[src/rtl/branch_ctrl_pkg.sv]
// Shared types and constants for the branch redirect controller.
package branch_ctrl_pkg;

    localparam int WORD_W = 32;
    localparam logic [1:0] ALIGN_MASK = 2'b11;

    typedef enum logic [0:0] {
        IDLE     = 1'b0,
        REDIRECT = 1'b1
    } state_e;

endpackage

[src/rtl/sat_counter.sv]
// Enabled up-counter that holds at its all-ones value instead of wrapping.
module sat_counter #(
    parameter int W = 32
) (
    input  logic         clk,
    input  logic         reset,
    input  logic         en,
    output logic [W-1:0] cnt
);

    always_ff @(posedge clk or posedge reset) begin
        if (reset) begin
            cnt <= '0;
        end else if (en && (cnt != {W{1'b1}})) begin
            cnt <= cnt + 1'b1;
        end
    end

endmodule

[src/rtl/branch_redirect_ctrl.sv]
// Turns a taken EX-stage branch into a fetch redirect handshake plus IF/ID and ID/EX flushes.
// Optional statistics counters are enabled by defining BRANCH_REDIRECT_STATS_EN.
module branch_redirect_ctrl
    import branch_ctrl_pkg::*;
#(
    parameter int PC_W = 9
) (
    input  logic              clk,
    input  logic              reset,
    input  logic              ex_valid,
    input  logic              ex_pcsel,
    input  logic [WORD_W-1:0] ex_brpc,
    input  logic              stall,
    input  logic              fetch_ready,
    output logic              redir_valid,
    output logic [PC_W-1:0]   redir_pc,
    output logic              flush_ifid,
    output logic              flush_idex,
    output logic              busy,
    output logic              align_err,
    output logic              range_err
`ifdef BRANCH_REDIRECT_STATS_EN
    ,
    output logic [WORD_W-1:0] taken_cnt,
    output logic [WORD_W-1:0] stall_cyc_cnt
`endif
);

    state_e state;
    logic   capture;
    logic   bad_align;
    logic   bad_range;

    assign capture   = (state == IDLE) && ex_valid && ex_pcsel && !stall;
    assign bad_align = (ex_brpc[1:0] & ALIGN_MASK) != 2'b00;
    assign bad_range = ex_brpc[WORD_W-1:PC_W] != '0;

    // Every handshake output is a pure decode of state, so no input reaches an output combinationally.
    assign redir_valid = (state == REDIRECT);
    assign flush_ifid  = (state == REDIRECT);
    assign flush_idex  = (state == REDIRECT);
    assign busy        = (state == REDIRECT);

    // redir_pc is only written on a legal capture, which keeps it stable throughout REDIRECT.
    always_ff @(posedge clk or posedge reset) begin
        if (reset) begin
            state     <= IDLE;
            redir_pc  <= '0;
            align_err <= 1'b0;
            range_err <= 1'b0;
        end else begin
            case (state)
                IDLE: begin
                    if (capture) begin
                        if (bad_align) align_err <= 1'b1;
                        if (bad_range) range_err <= 1'b1;
                        if (!bad_align && !bad_range) begin
                            redir_pc <= ex_brpc[PC_W-1:0];
                            state    <= REDIRECT;
                        end
                    end
                end
                REDIRECT: begin
                    if (fetch_ready) state <= IDLE;
                end
                default: state <= IDLE;
            endcase
        end
    end

`ifdef BRANCH_REDIRECT_STATS_EN
    logic taken_en;
    logic stall_en;

    assign taken_en = capture && !bad_align && !bad_range;
    assign stall_en = (state == REDIRECT) && !fetch_ready;

    sat_counter #(.W(WORD_W)) u_taken_cnt (
        .clk   (clk),
        .reset (reset),
        .en    (taken_en),
        .cnt   (taken_cnt)
    );

    sat_counter #(.W(WORD_W)) u_stall_cyc_cnt (
        .clk   (clk),
        .reset (reset),
        .en    (stall_en),
        .cnt   (stall_cyc_cnt)
    );
`else
    // Statistics disabled: no counter state exists in this build.
`endif

endmodule

[config.mk]
export PLATFORM = sky130hd
export DESIGN_NAME = branch_redirect_ctrl
export DESIGN_NICKNAME = d
export VERILOG_FILES = /design/src/rtl/branch_ctrl_pkg.sv /design/src/rtl/sat_counter.sv /design/src/rtl/branch_redirect_ctrl.sv
export SDC_FILE = /design/constraint.sdc
export NUM_CORES = 1
export LEC_CHECK = 0
export CORE_UTILIZATION = 30
export DETAILED_ROUTE_END_ITERATION = 16
export HOLD_SLACK_MARGIN = 0.06
export PLACE_DENSITY = 0.82
export SYNTH_ARGS = -nofsm -noshare
export SYNTH_HDL_FRONTEND = slang
export SYNTH_SLANG_ARGS = --single-unit
[constraint.sdc]
create_clock -name clk -period 2.7 [get_ports clk]
set_input_delay 0.405 -clock clk [delete_from_list [all_inputs] [get_ports clk]]
set_output_delay 0.405 -clock clk [all_outputs]
set_load 0.01 [all_outputs]
==> reports/qor.yml <==
outcome: "complete, no violations"
postCtsSetupBuffers: 0
place_ws_ns: 0.398
synth_to_layout_area_growth_pct: 105
clk-insertion-delay-late_ns: 0.27
num_vias: 521
detailedRoute.firstIterationViolations: 12
ant_nets: 0
routed_wl_um: 1440
buffers_added_on_ports: 52
hold_viol: 0
wl_per_cell_um: 12.1
die_h_um: 44.4
num-nets-final: 134
period_share_pct: 73.4
numClockSinks: 12
hold_buffer_count_at_cts: 0
timing.critical_path.from_type: "input pin"
layout-drive-gt1-share_pct: 15.8
critPathArrivalTime_ns: 2.14
core.rowCount: 14
maximum_number_of_pins_on_one_net_before_global_route_repair: 13
total_power_uw: 379
first_pass_iters: 4
antennaDiodeCount: 0
grt_pass1_vias: 542
timing.critical_path.required_ns: 2.86
worst-path-max-fanout: 10
cap_violations: 0
cts_root_buffer: "sky130_fd_sc_hd__clkbuf_4"
cts.reportedPaths.clkPinSlew_ns: 0.07
leakage_power_uw: 0.000474
synth_seq_cells: 12
met2RoutedLength_um: 722
top_layer: "met3"
post_drt_via_cell_ratio: 4.38
post-place-cells: 115
global_route_wire_length_before_repair_um: 2420
setup.worst_path.class: "in2reg"
core_um2: 1590
starting_density_of_the_core_pct: 33.8
cts-buffers-inserted: 3
io_pins: 53
gr-total-overflow: 0
yosys.cell_types.count: 15
grt_antenna_before_repair: 0
final.min_clock_period_ns: 1.98
worst_max_slew_pin_slew_ns: 0.426
cts_tree: "yes"
fin_util_pct: 69.2
final_critical_path_setup_slack_ns: 0.717
post-dp-hpwl_um: 1260
track_usage_pct: 17.4
resized_gates_after_cts: 0
design.die.area_um2: 1970
met1Wirelength_um: 564
syn_nets: 80
met3_length_um: 147
min_path_type: "in2async"
synth_area_um2: 538
max_freq_ghz: 0.504
vdd.ir_drop.worst_v: 0.000263
final.setup_skew_ns: 0.000485
finalSetupTns_ns: 0
timing.critical_path.to_type: "flop"
setup_repair_after_global_routing_missed_its_margin: "false"
clock_tree.htree_level_count: 1
slew_headroom_pct: 71.6
fp.dieW_um: 44.4
globalplace.congestion: 0.731
finalSetupViolations: 0
cts-root-to-sink-buffers: 2
synth_warnings: 0
maxSlewViolCount: 0
power.density_cell_area_nw_per_um2: 344
syn-instance-count: 42
synthesized_area_divided_by_synthesized_cell_count_um2: 12.8
route.detailed.drc: 0
yosysSeqAreaShare_pct: 55.8
final_cells: 119
## registers in the layout, summed over array words and instances (netlist names)
register   flops
align_err      1
busy           1
range_err      1
redir_pc       9
## Yosys cell counts, drive strengths merged
| library cell | number | area, µm² |
|---|---|---|
| nor2 | 2 | 7.51 |
| dfrtp | 12 | 300 |
| nand2 | 1 | 3.75 |
| nand4bb | 1 | 11.3 |
| and2b | 2 | 17.5 |
| mux2 | 7 | 78.8 |
| nand2b | 1 | 6.26 |
| nor3 | 2 | 21.3 |
| nand4 | 1 | 6.26 |
| o21bai | 2 | 15.0 |
| a21o | 1 | 8.76 |
| nor4 | 5 | 31.3 |
| buf | 3 | 22.5 |
| inv | 2 | 7.51 |
## through the flow
stage	area, µm²	hold WS [ns]
after floorplan	538	0.270
after global placement	1070	0.460
after detailed placement	1070	0.465
after CTS	1100	0.447
after global routing	1100	0.474
final	1100	0.433
## worst max-delay path, stage by stage
cell,delay (ns)
sky130_fd_sc_hd__clkdlybuf4s50_1,0.40
sky130_fd_sc_hd__nor4_1,0.30
sky130_fd_sc_hd__nand4_1,0.20
sky130_fd_sc_hd__nor3_4,0.45
sky130_fd_sc_hd__mux2_2,0.38
## layout by cell type, fill, tap and decap left out
cell | netlist | routed
sky130_fd_sc_hd__and2b_2 | 2 | 2
sky130_fd_sc_hd__nor3_1 | 1 | 1
sky130_fd_sc_hd__clkdlybuf4s50_1 | 0 | 52
sky130_fd_sc_hd__nor4_1 | 5 | 5
sky130_fd_sc_hd__nor2_1 | 2 | 2
sky130_fd_sc_hd__a21o_2 | 1 | 1
sky130_fd_sc_hd__clkbuf_8 | 0 | 1
sky130_fd_sc_hd__nand2_1 | 1 | 1
sky130_fd_sc_hd__dfrtp_1 | 12 | 12
sky130_fd_sc_hd__nand4_1 | 1 | 1
sky130_fd_sc_hd__inv_1 | 2 | 2
sky130_fd_sc_hd__o21bai_1 | 2 | 2
sky130_fd_sc_hd__nor3_4 | 1 | 1
sky130_fd_sc_hd__nand4bb_1 | 1 | 1
sky130_fd_sc_hd__mux2_2 | 7 | 7
sky130_fd_sc_hd__nand2b_1 | 1 | 1
sky130_fd_sc_hd__clkbuf_4 | 0 | 3
## path summary, 6_finish.rpt
kind / from / to / slack (ns) / cells after the start
min: reset / redir_pc[4]$_DFFE_PP0P_ / 0.43 / 2
max reg2reg: busy$_DFF_PP0_ / redir_pc[4]$_DFFE_PP0P_ / 0.92 / 4
min in group clk: range_err$_DFFE_PP0P_ / range_err$_DFFE_PP0P_ / 0.47 / 1
max in group asynchronous: reset / redir_pc[0]$_DFFE_PP0P_ / 1.97 / 2
min reg2reg: range_err$_DFFE_PP0P_ / range_err$_DFFE_PP0P_ / 0.47 / 1
max: ex_brpc[10] / redir_pc[4]$_DFFE_PP0P_ / 0.72 / 5
## per-layer routing
metal  up-vias  global-route usage [%]
met5         -                       0
met4         0                    5.45
met3         0                    8.16
met2        30                    27.9
met1       236                    20.7
li1        255                       -
## cell families (layout without fill, tap and decap cells)
group           Yosys count  count (layout)  synth area share, %
simple gates             15              15                 19.5
flops                    12              12                 55.8
mux                       7               7                 14.7
buf+inv                   5              58                 5.58
compound gates            3               3                 4.42
## area by class of cell
type                       count  area [µm²]
tap                           24        30.0
clock buffer                   4        36.3
fill                         126         492
inverter                       2        7.51
timing repair buffer          52         520
sequential                    12         300
multi-input combinational     25         208
## power breakdown
| part | total [µW] | switching (µW) | leakage (µW) | internal, µW |
|---|---|---|---|---|
| Clock | 138 | 55.6 | 0.0000210 | 81.9 |
| Combinational | 61.4 | 12.5 | 0.000295 | 48.9 |
| Sequential | 180 | 0.0937 | 0.000157 | 180 |
(Power assumes the default switching activity.)
==> patch (config.mk and constraints unchanged) <==
Register the output `redir_valid`, without a reset; this adds one clock of latency there. The other outputs are not delayed to match.
--- a/src/rtl/branch_redirect_ctrl.sv
+++ b/src/rtl/branch_redirect_ctrl.sv
@@ -36,7 +36,9 @@
     assign bad_range = ex_brpc[WORD_W-1:PC_W] != '0;
 
     // Every handshake output is a pure decode of state, so no input reaches an output combinationally.
-    assign redir_valid = (state == REDIRECT);
+    always_ff @(posedge clk) begin
+        redir_valid <= (state == REDIRECT);
+    end
     assign flush_ifid  = (state == REDIRECT);
     assign flush_idex  = (state == REDIRECT);
     assign busy        = (state == REDIRECT);
Function: changed (Yosys sat finds a counterexample within 4 cycles, from zero or initial values and one cycle with reset high).
==> patch against the unedited design <==
- final area is 1.0% higher
- sequential cell count is 1 higher
- power is 1.5% lower
- synthesized area is 2.3% higher
- largest power group unchanged
- critical path depth stayed put
- routed wire length is 4.6% higher
- first-iteration DRC count is 92% lower
- worst setup slack better by 21 ps
- critical path type unchanged
- via count is 1.5% higher
==> patch: results (changes against the unedited design) <==
| Metric | Value |
|---|---|
| Relative slew slack | `70.32% (-1.2 points)` |
| Pre-CTS setup slack | `405.9 ps (+7.528 ps)` |
| WHS | `433.4 ps (+0.2280 ps)` |
| Wire per inst | `12.40 µm (+2.9%)` |
| Synth Area in Compound Gates | `4.318% (-0.10 points)` |
| Status | `complete, no violations` |
| Layout area overhead | `102.3%` |
| Final net count | `135 (+0.75%)` |
| Placed Area | `1087 µm² (+2.0%)` |
| GR Util met2 | `27.65% (-0.29 points)` |
| Reg2reg setup slack | `880 ps (-40 ps)` |
| Seq/Total Area, Yosys | `58.18% (+2.4 points)` |
| GP Congestion | `0.6866 (-6.0%)` |
| Setup crit end | `redir_pc[7]$_DFFE_PP0P_` |
| Initial antenna violation count | `0 (unchanged)` |
| Met3 Usage GRT | `2.400% (-5.8 points)` |
| P_sw | `0.00007264 W (+6.5%)` |
| Layout filler cell count | `151 (+20%)` |
| Vias in the first global route | `510 (-5.9%)` |
| Global Route met1 Usage | `19.54% (-1.1 points)` |
| DR vias | `529 (+1.5%)` |
| WP data arrival | `2120 ps (-20 ps)` |
| Mux cell area share after synthesis | `14.32% (-0.33 points)` |
| Unique cell type count in the Yosys netlist | `16 (+1)` |
| First-pass GRT wire length | `2283 µm (-5.5%)` |
| Ant diodes | `0 (unchanged)` |
| DP Cell Count | `117 (+1.7%)` |
| Leak Pwr | `0.4758 nW (+0.43%)` |
| Top cells by count, synth | `dfrtp_1 (12), mux2_2 (7), nor4_1 (5)` |
| Synth top area cells | `dfrtp_1 (55%), mux2_2 (14%), nor4_1 (5.7%), dfxtp_1 (3.6%), and2b_2 (3.2%)` |
| Tot GR Track Use | `15.95% (-1.4 points)` |
| Max VDD drop | `0.0002714 V (+3.2%)` |
| First-pass DRT Iterations | `3 (-1)` |
| Post-synth ARST share | `92.31% (-7.7 points)` |
| Total wire length | `1501 µm (+4.6%)` |
| Fmax | `0.5096 GHz (+1.1%)` |
| DRT iter0 DRCs | `1 (-11)` |
| Reg clk slew, reported paths | `80 ps` |
## patch: changes by cell type after synthesis, sizes merged
cell | before | now
dfxtp | 0 | 1
buf | 3 | 2
## patch: layout make-up
type	count	area share, %
Timing Repair Buffer	52	46.74
Sequential cell	13	28.76
Multi-Input combinational cell	25	18.65
Tap cell	25	2.809
Clock buffer	4	2.360
Inverter	2	0.6742
## patch: power groups by stage
stage	combinational, W	sequential, W	clock (W)
floorplan	0.00000664	0.000199	0
CTS	0.0000628	0.000195	0.000120
finish	0.0000620	0.000195	0.000117
global route	0.0000662	0.000195	0.000125
global placement	0.0000609	0.000199	0
detailed placement	0.0000626	0.000199	0
## patch: per-layer routing
layer  part of all wire, %  up-vias  wire length (µm)
li1                      -      257                 -
met1                    40      257               594
met2                    55       15               825
met3                   5.4        0                81
met4                     0        0                 0
met5                     0        -                 0
## patch: worst max-delay path: stages
cell	delay, ps
clkdlybuf4s50_1	400
nor4_1	270
nand4_1	200
nor3_4	450
mux2_2	390
